## config.mk

```make
export PLATFORM = sky130hd
export DESIGN_NAME = key_debounce_multi
export DESIGN_NICKNAME = d
export VERILOG_FILES = /design/src/rtl/key_debounce_multi.sv
export SDC_FILE = /design/constraint.sdc
export NUM_CORES = 1
export LEC_CHECK = 0
export CORE_MARGIN = 2
export CORE_UTILIZATION = 40
export DETAILED_ROUTE_END_ITERATION = 6
export GPL_TIMING_DRIVEN = 0
export PLACE_DENSITY_LB_ADDON = 0.2
export SYNTH_ARGS = -nofsm -noshare
export SYNTH_HDL_FRONTEND = slang
export SYNTH_SLANG_ARGS = --single-unit
```

## constraint.sdc

```tcl
create_clock -name Sys_CLK -period 2.1 [get_ports Sys_CLK]
set_clock_uncertainty 0.05 [all_clocks]
set_input_delay 0.315 -clock Sys_CLK [delete_from_list [all_inputs] [get_ports Sys_CLK]]
set_output_delay 0.315 -clock Sys_CLK [all_outputs]
set_load 0.03 [all_outputs]
```

## src/rtl/key_debounce_multi.sv

```systemverilog
// key_debounce_multi
// Multi-channel push-button debouncer. A free-running sample tick (one
// Sys_CLK pulse every TICK_DIV cycles) drives a per-key shift-register filter
// fed by a two-flop synchroniser. A key changes debounced state only after
// FILTER_LEN consecutive equal samples. Each change produces a one-cycle
// press or release pulse.
//
// Optional build macro: KEY_DEBOUNCE_LONG_EN
//   When defined, each key also reports a long press (Key_Long pulse after
//   LONG_TICKS ticks held) and then auto-repeats Key_Press every
//   REPEAT_TICKS ticks. When undefined, Key_Long is tied low and the
//   hold counters do not exist.
//
// Ports
//   Sys_CLK      in   system clock, rising edge
//   Sys_RST      in   asynchronous reset, active high
//   Key_In       in   raw key pins [KEY_NUM]
//   Key_Out      out  debounced level, 1 = pressed
//   Key_Press    out  one-cycle pulse on press (and on auto-repeat)
//   Key_Release  out  one-cycle pulse on release
//   Key_Long     out  one-cycle pulse at long-press threshold
//
// Per-key states
//   state     | meaning
//   S_IDLE    | debounced released
//   S_PRESSED | debounced pressed, counting towards long press
//   S_LONG    | long press reported, counting towards first repeat
//   S_REPEAT  | auto-repeating Key_Press every REPEAT_TICKS ticks
module key_debounce_multi #(
  parameter int KEY_NUM      = 2,
  parameter int TICK_DIV     = 50000,
  parameter int FILTER_LEN   = 12,
  parameter int ACTIVE_LOW   = 0,
  parameter int LONG_TICKS   = 1000,
  parameter int REPEAT_TICKS = 200
) (
  input  logic               Sys_CLK,
  input  logic               Sys_RST,
  input  logic [KEY_NUM-1:0] Key_In,
  output logic [KEY_NUM-1:0] Key_Out,
  output logic [KEY_NUM-1:0] Key_Press,
  output logic [KEY_NUM-1:0] Key_Release,
  output logic [KEY_NUM-1:0] Key_Long
);

  localparam int TW = $clog2(TICK_DIV);
  // Raw pin value of a released key; synchronisers reset to it and the
  // XOR below maps it to sample 0.
  localparam logic [KEY_NUM-1:0] RAW_IDLE = (ACTIVE_LOW != 0) ? '1 : '0;

`ifdef KEY_DEBOUNCE_LONG_EN
  localparam int HOLD_MAX = (LONG_TICKS > REPEAT_TICKS) ? LONG_TICKS : REPEAT_TICKS;
  localparam int HW       = $clog2(HOLD_MAX) + 1;
  typedef enum logic [1:0] {S_IDLE, S_PRESSED, S_LONG, S_REPEAT} key_state_e;
`else
  typedef enum logic {S_IDLE, S_PRESSED} key_state_e;
  logic unused_hold_cfg;
  assign unused_hold_cfg = (LONG_TICKS != REPEAT_TICKS);
`endif

  logic [TW-1:0]      tick_cnt_q, tick_cnt_d;
  logic               tick;
  logic [KEY_NUM-1:0] sync_meta_q, sync_q, sample;

  assign tick       = (tick_cnt_q == TW'(TICK_DIV - 1));
  assign tick_cnt_d = tick ? '0 : tick_cnt_q + TW'(1);

  always_ff @(posedge Sys_CLK or posedge Sys_RST) begin
    if (Sys_RST) begin
      tick_cnt_q  <= '0;
      sync_meta_q <= RAW_IDLE;
      sync_q      <= RAW_IDLE;
    end else begin
      tick_cnt_q  <= tick_cnt_d;
      sync_meta_q <= Key_In;
      sync_q      <= sync_meta_q;
    end
  end

  assign sample = sync_q ^ RAW_IDLE;

  for (genvar k = 0; k < KEY_NUM; k++) begin : g_key
    logic [FILTER_LEN-1:0] filt_q, filt_d;
    logic                  all_on, all_off;
    key_state_e            state_q;
    logic                  out_q, press_q, rel_q;

    // The decision uses the value being shifted in, so Key_Out moves on
    // the edge that ends the deciding tick cycle.
    assign filt_d  = {filt_q[FILTER_LEN-2:0], sample[k]};
    assign all_on  = &filt_d;
    assign all_off = ~|filt_d;

    always_ff @(posedge Sys_CLK or posedge Sys_RST) begin
      if (Sys_RST) filt_q <= '0;
      else if (tick) filt_q <= filt_d;
    end

`ifdef KEY_DEBOUNCE_LONG_EN
    logic [HW-1:0] hold_q, hold_inc;
    logic          long_q;

    assign hold_inc = hold_q + HW'(1);

    always_ff @(posedge Sys_CLK or posedge Sys_RST) begin
      if (Sys_RST) begin
        state_q <= S_IDLE;
        out_q   <= 1'b0;
        press_q <= 1'b0;
        rel_q   <= 1'b0;
        long_q  <= 1'b0;
        hold_q  <= '0;
      end else begin
        press_q <= 1'b0;
        rel_q   <= 1'b0;
        long_q  <= 1'b0;
        if (tick) begin
          case (state_q)
            S_IDLE: begin
              if (all_on) begin
                state_q <= S_PRESSED;
                out_q   <= 1'b1;
                press_q <= 1'b1;
                hold_q  <= '0;
              end
            end
            S_PRESSED: begin
              if (all_off) begin
                state_q <= S_IDLE;
                out_q   <= 1'b0;
                rel_q   <= 1'b1;
                hold_q  <= '0;
              end else if (hold_inc == HW'(LONG_TICKS)) begin
                state_q <= S_LONG;
                long_q  <= 1'b1;
                hold_q  <= '0;
              end else begin
                hold_q <= hold_inc;
              end
            end
            S_LONG, S_REPEAT: begin
              // Release is checked first so it suppresses a coincident repeat.
              if (all_off) begin
                state_q <= S_IDLE;
                out_q   <= 1'b0;
                rel_q   <= 1'b1;
                hold_q  <= '0;
              end else if (hold_inc == HW'(REPEAT_TICKS)) begin
                state_q <= S_REPEAT;
                press_q <= 1'b1;
                hold_q  <= '0;
              end else begin
                hold_q <= hold_inc;
              end
            end
            default: state_q <= S_IDLE;
          endcase
        end
      end
    end

    assign Key_Long[k] = long_q;
`else
    always_ff @(posedge Sys_CLK or posedge Sys_RST) begin
      if (Sys_RST) begin
        state_q <= S_IDLE;
        out_q   <= 1'b0;
        press_q <= 1'b0;
        rel_q   <= 1'b0;
      end else begin
        press_q <= 1'b0;
        rel_q   <= 1'b0;
        if (tick) begin
          if (state_q == S_IDLE) begin
            if (all_on) begin
              state_q <= S_PRESSED;
              out_q   <= 1'b1;
              press_q <= 1'b1;
            end
          end else if (all_off) begin
            state_q <= S_IDLE;
            out_q   <= 1'b0;
            rel_q   <= 1'b1;
          end
        end
      end
    end

    assign Key_Long[k] = 1'b0;
`endif

    assign Key_Out[k]     = out_q;
    assign Key_Press[k]   = press_q;
    assign Key_Release[k] = rel_q;
  end

endmodule

```

==> Implementation_results.wiki, run 1 <==
{| class="wikitable"
! Metric !! Value
|-
| Result of the run || finished with violations
|-
| Violated checks || negative setup slack
|-
| Cell area after layout || 2520 um^2
|-
| Vias in the first global route || 1531
|-
| Initial standard-cell utilization of the core || 41.7%
|-
| Initial antenna violation count || 0
|-
| Detail-routed via count per cell || 4.92
|-
| Clock latency on the worst-skew pair || 300 ps
|-
| Synthesized area per cell || 9.67 um^2
|-
| Commonest non-fill, non-tap cell in the layout || sky130_fd_sc_hd__nand2_1
|-
| Number of DRC violations after detailed routing || 0
|-
| Minimum clock period after layout || 2230 ps
|-
| Number of routed nets with antenna violations || 0
|-
| Post-route worst setup slack || -133 ps
|-
| Total grt overflow || 0
|-
| Final weighted congestion of routability-driven global placement || 0.802
|-
| Startpoint class of the critical path || flop
|-
| Most frequent cells in the layout || sky130_fd_sc_hd__nand2_1, sky130_fd_sc_hd__dfrtp_1, sky130_fd_sc_hd__buf_4
|-
| # Max-Cap Violations || 0
|-
| Crit Path Class || reg -> reg
|-
| Gate count after technology mapping || 222
|-
| Die Wd || 77.2 um
|-
| Arr. time, crit path || 2430 ps
|-
| Clock Path Buffers || 2
|-
| Peak Freq || 448 MHz
|-
| R2r worst-path depth || 4
|-
| Hold Buf Count CTS || 0
|-
| Routed length per placed instance || 12.0 um
|-
| Clock Root Buffer || sky130_fd_sc_hd__clkbuf_8
|-
| Final setup violating endpoints || 6
|-
| P_int || 0.00134 W
|-
| Cells after DPL || 303
|-
| H-Tree Level Count || 2
|-
| Final Hold Fails || 0
|-
| CTS clock-pin slew for the worst setup and hold paths || 90 ps
|-
| Final wirelength || 3810 um
|-
| Total iterations of the first detailed-routing run || 5
|-
| Count of yosys warnings during synthesis || 0
|-
| Reg-to-reg slack, setup || -130 ps
|-
| Site Rows || 26
|-
| Proportion of synthesized chip area in sequential cells || 58.3%
|-
| Ratio of final minimum period to clock period || 106%
|-
| Part of the power in registers || 58.0%
|-
| Total placed instance area || 2350 um^2
|-
| Synth Cell Area || 2150 um^2
|-
| WP data required || 2290 ps
|-
| Flip-flop and latch count after synthesis || 50
|-
| Count of boundary I/O pins || 12
|-
| TritonCTS clock tree || yes
|-
| Global-route usage over all layers || 14.6%
|-
| Worst Hold Class || in -> async
|-
| Number of pins with negative max-slew slack in the final report || 0
|-
| Setup repair after global routing missed its margin || true
|-
| Switching fraction of total power || 20.0%
|-
| Critical register-to-register path endpoint || g_key[1].state_q
|-
| Global-route wire length before repair || 7050 um
|-
| Post-synth cell types || 27
|-
| NumNets Final || 251
|-
| Fin cells || 317
|-
| Maximum ir drop on the vdd rail || 0.000384 V
|-
| Leakage power || 1.26 nW
|-
| Share of final-layout standard cells stronger than drive strength 1 || 15.8%
|-
| Sum of net half-perimeters after detailed placement || 2540 um
|-
| Synthesis-to-layout area growth || 17.4%
|-
| R2R Path Start || tick_cnt_q[5]
|-
| Total negative slack || -494 ps
|-
| Fraction of power consumed by combinational cells || 2.3%
|-
| Antenna diode instance count || 0
|-
| Power share of the clock group || 39.7%
|-
| Pin count of the biggest net entering global routing || 42
|-
| Smallest hold slack || 201 ps
|-
| Height of the die || 77.2 um
|-
| Drt initial violations || 85
|-
| Cell area power density || 662 nW/um^2
|-
| Number of buffers created by CTS || 5
|-
| Clk sinks || 50
|-
| Total via count after detailed routing || 1561
|-
| Net Sw Power || 0.000333 W
|-
| DIE AREA || 5970 um^2
|-
| Buffers added on ports || 9
|-
| Critical Path Sink Type || flop
|-
| Standard cell core area || 5140 um^2
|-
| Final total power || 0.00167 W
|-
| Top fanout value on the critical path || 3
|}
-- power by group through the flow --
stage	logic, W	registers [W]	clock network (W)
3_3_place_gp	0.0000353	0.000987	0
2_1_floorplan	0.0000241	0.000986	0
3_5_place_dp	0.0000406	0.000987	0
6_report	0.0000388	0.000968	0.000662
4_1_cts	0.0000406	0.000968	0.000686
5_1_grt	0.0000444	0.000969	0.000727
-- worst max-delay path: stages, from the launching register on --
cell and delay (ps):
sky130_fd_sc_hd__dfrtp_1 390, sky130_fd_sc_hd__or4b_4 550, sky130_fd_sc_hd__or4_4 570, sky130_fd_sc_hd__or4_4 550, sky130_fd_sc_hd__nand2_1 80
-- worst max-delay path by stage --
stage	cells past startpoint	endpoint	slack [ps]	startpoint
finish	4	g_key[1].state_q	-130	tick_cnt_q[5]
global route	4	g_key[1].out_q	-170	tick_cnt_q[5]
CTS	4	g_key[1].state_q	-140	tick_cnt_q[5]
detailed placement	6	g_key[0].filt_q[4]	-240	tick_cnt_q[5]
global placement	2	g_key[0].filt_q[0]	-440	Sys_RST
floorplan	4	g_key[1].out_q	-100	tick_cnt_q[10]
-- state kept, by name (all words and copies together) (netlist names) --
| register | cells |
|---|---|
| g_key.out_q | 2 |
| g_key.state_q | 2 |
| tick_cnt_q | 16 |
| g_key.press_q | 2 |
| g_key.rel_q | 2 |
| g_key.filt_q | 22 |
| sample | 2 |
| sync_meta_q | 2 |
-- metrics by stage --
stage	util, %	setup WS (ps)
5_1_grt	49.0	-175
3_5_place_dp	45.8	-237
4_1_cts	48.9	-142
2_1_floorplan	-	-104
6_report	49.0	-133
3_3_place_gp	45.4	-441
-- Yosys cell counts, drive strengths merged --
master  number  area, um^2
dfrtp       50        1250
or2          2        12.5
nand3b       1        7.51
nand3        9        45.0
nand4       10        62.6
clkbuf       4        15.0
ha           1        12.5
and4b        2        20.0
or3          2        12.5
nor3         2        10.0
or4          4        42.5
and2         1        6.26
a21oi        2        10.0
nand2       75         282
nor2        12        45.0
xor2         5        43.8
and4         1        10.0
or4b         2        23.8
nor4         8        50.1
xnor2        7        61.3
inv          5        18.8
conb         1        3.75
buf         10        70.1
o21ai        6        30.0
-- layer usage --
metal  up-vias  track usage (%)  wire length (um)
met4         0             5.89                69
met1       746             19.6              1790
li1        778                -                 -
met3         7             2.47               128
met5         -                0                 0
met2        30             23.6              1820
-- cells by family after synthesis --
logic type	Yosys count	synth area share (%)
xor+xnor	12	4.90
fa+ha+maj	1	0.583
flops	50	58.3
buf+inv	19	4.84
other cells	1	0.175
simple gates	131	29.3
compound gates	8	1.87
-- repair_timing --
action | 4_1_cts | 5_1_grt
endpoints found under the setup margin | 37 | 31
setup buffers | 7 | 0
pin swaps | 1 | 0
gates resized for setup | 4 | 6
-- cell type report --
type                       count  area, um^2
sequential                    50        1250
tap                           70        87.6
timing repair buffer          17         163
multi-input combinational    154         803
fill                         514        2620
clock inverter                 1        30.0
clock buffer                   7        76.3
inverter                       5        18.8
buffer                        13        90.1
(Power assumes the default switching activity.)
==> run 2, diff against run 1 <==
- CAP_MARGIN: not set -> 10
==> results of run 2 <==
The final DEF is identical to that of run 1; final timing and power are the same.
==> run 3, diff against run 2 <==
- CORE_MARGIN: 2 -> not set
==> Implementation_results.wiki, run 3 (synthesis results as in run 1) <==
{| class="wikitable"
! Metric !! Value
|-
| Startpoint class of the critical path || flop
|-
| Number of routed nets with antenna violations || 0
|-
| Most flop-heavy register || g_key.filt_q
|-
| Drt initial violations || 132
|-
| Critical Path Sink Type || flop
|-
| Height of the die || 75.2 um
|-
| Source of the critical timing path || tick_cnt_q[8]
|-
| Peak Freq || 464 MHz
|-
| Maximum ir drop on the vdd rail || 0.000360 V
|-
| Synthesis-to-layout area growth || 22.9%
|-
| Worst Hold Class || in -> async
|-
| H-Tree Level Count || 2
|-
| Total iterations of the first detailed-routing run || 5
|-
| Setup repair after global routing missed its margin || true
|-
| Antenna diode instance count || 0
|-
| Minimum clock period after layout || 2150 ps
|-
| Number of buffers created by CTS || 5
|-
| Pin count of the biggest net entering global routing || 39
|-
| Initial standard-cell utilization of the core || 41.7%
|-
| Commonest non-fill, non-tap cell in the layout || sky130_fd_sc_hd__nand2_1
|-
| Smallest hold slack || 216 ps
|-
| Leading registers by flop count || g_key.filt_q (22), tick_cnt_q (16)
|-
| Standard cell core area || 5140 um^2
|-
| Initial antenna violation count || 0
|-
| DIE AREA || 5660 um^2
|-
| Violated checks || negative setup slack
|-
| Top fanout value on the critical path || 6
|-
| NumNets Final || 255
|-
| Final weighted congestion of routability-driven global placement || 0.745
|-
| # Max-Cap Violations || 0
|-
| CTS clock-pin slew for the worst setup and hold paths || 100 ps
|-
| R2R Path Start || tick_cnt_q[8]
|-
| Final wirelength || 3930 um
|-
| Share of final-layout standard cells stronger than drive strength 1 || 23.5%
|-
| Routed length per placed instance || 12.2 um
|-
| Cells after DPL || 303
|-
| Vias in the first global route || 1516
|-
| Die Wd || 75.2 um
|-
| Final setup violating endpoints || 26
|-
| Cell area power density || 638 nW/um^2
|-
| Final Hold Fails || 0
|-
| Detail-routed via count per cell || 4.90
|-
| Clock Root Buffer || sky130_fd_sc_hd__clkbuf_8
|-
| Number of pins with negative max-slew slack in the final report || 0
|-
| Buffers added on ports || 9
|-
| Total grt overflow || 0
|-
| TritonCTS clock tree || yes
|-
| Arr. time, crit path || 2360 ps
|-
| Crit Path Class || reg -> reg
|-
| Global-route usage over all layers || 16.5%
|-
| Most frequent cells in the layout || sky130_fd_sc_hd__nand2_1, sky130_fd_sc_hd__dfrtp_1, sky130_fd_sc_hd__buf_4
|-
| Number of flip-flops in the largest register || 22
|-
| Total via count after detailed routing || 1573
|-
| Post-route worst setup slack || -54.9 ps
|-
| Clock Path Buffers || 2
|-
| Sum of net half-perimeters after detailed placement || 2590 um
|-
| Count of boundary I/O pins || 12
|-
| Leakage power || 1.31 nW
|-
| Site Rows || 26
|-
| Total of fill cells in the finished design || 477
|-
| Clock latency on the worst-skew pair || 310 ps
|-
| Global-route wire length before repair || 6930 um
|-
| Number of DRC violations after detailed routing || 0
|-
| Result of the run || finished with violations
|-
| Clk sinks || 50
|-
| Fin cells || 321
|-
| Ratio of final minimum period to clock period || 103%
|-
| WP data required || 2310 ps
|}
run 3: per-stage QoR:
stage	utilization, %	cell area [um^2]	worst slack (ps)	setup TNS [ps]	total power, W
after floorplan	-	2150	-104	-1970	0.00101
after global placement	45.4	2330	-416	-26630	0.00102
after detailed placement	45.8	2350	-249	-6250	0.00103
after CTS	49.3	2540	-136	-823	0.00171
after global routing	51.3	2640	-111	-2260	0.00175
final	51.3	2640	-54.9	-699	0.00168
run 3: final cells by class:
type                       instances  area [um^2]  share of cell area (%)
sequential                        50         1250                    47.5
multi-input combinational        154          845                    32.0
timing repair buffer              21          218                    8.26
buffer                            13          104                    3.94
tap                               70         87.6                    3.32
clock buffer                       5         68.8                    2.61
clock inverter                     3         43.8                    1.66
inverter                           5         18.8                   0.712
run 3: per-layer routing:
metal | vias to the layer above | wire (um) | track usage [%]
li1 | 785 | - | -
met1 | 759 | 1860 | 21.8
met2 | 22 | 1900 | 25.4
met3 | 7 | 106 | 4.69
met4 | 0 | 61 | 7.00
met5 | - | 0 | 0
run 3: critical path, cell delays in order (launching register included):
cell,delay [ps]
sky130_fd_sc_hd__dfrtp_1,440
sky130_fd_sc_hd__or4b_4,500
sky130_fd_sc_hd__or4_4,580
sky130_fd_sc_hd__or4_4,470
sky130_fd_sc_hd__nand2_2,80
run 3: final timing paths:
kind	slack, ps	endpoint	cells after the start
max reg2reg	-50	g_key[1].out_q	4
min	220	tick_cnt_q[3]	2
min reg2reg	310	sample[1]	0
min in group Sys_CLK	310	sample[1]	0
max in group asynchronous	1300	sample[0]	3
max	-50	g_key[1].out_q	4
run 3: where the power goes:
group,total (W),internal (W),switching (W)
registers,0.000968,0.000966,0.00000194
logic,0.0000384,0.0000127,0.0000258
clock network,0.000676,0.000357,0.000319
total,0.00168,0.00134,0.000346
run 3: repair_timing:
| item | in CTS | in global routing |
|---|---|---|
| hold buffers | 0 | 0 |
| gates resized for setup | 11 | 20 |
| buffers inserted | 7 | 3 |
| endpoints found under the setup margin | 37 | 36 |
| pin swaps | 3 | 3 |
| gates cloned | 0 | 1 |
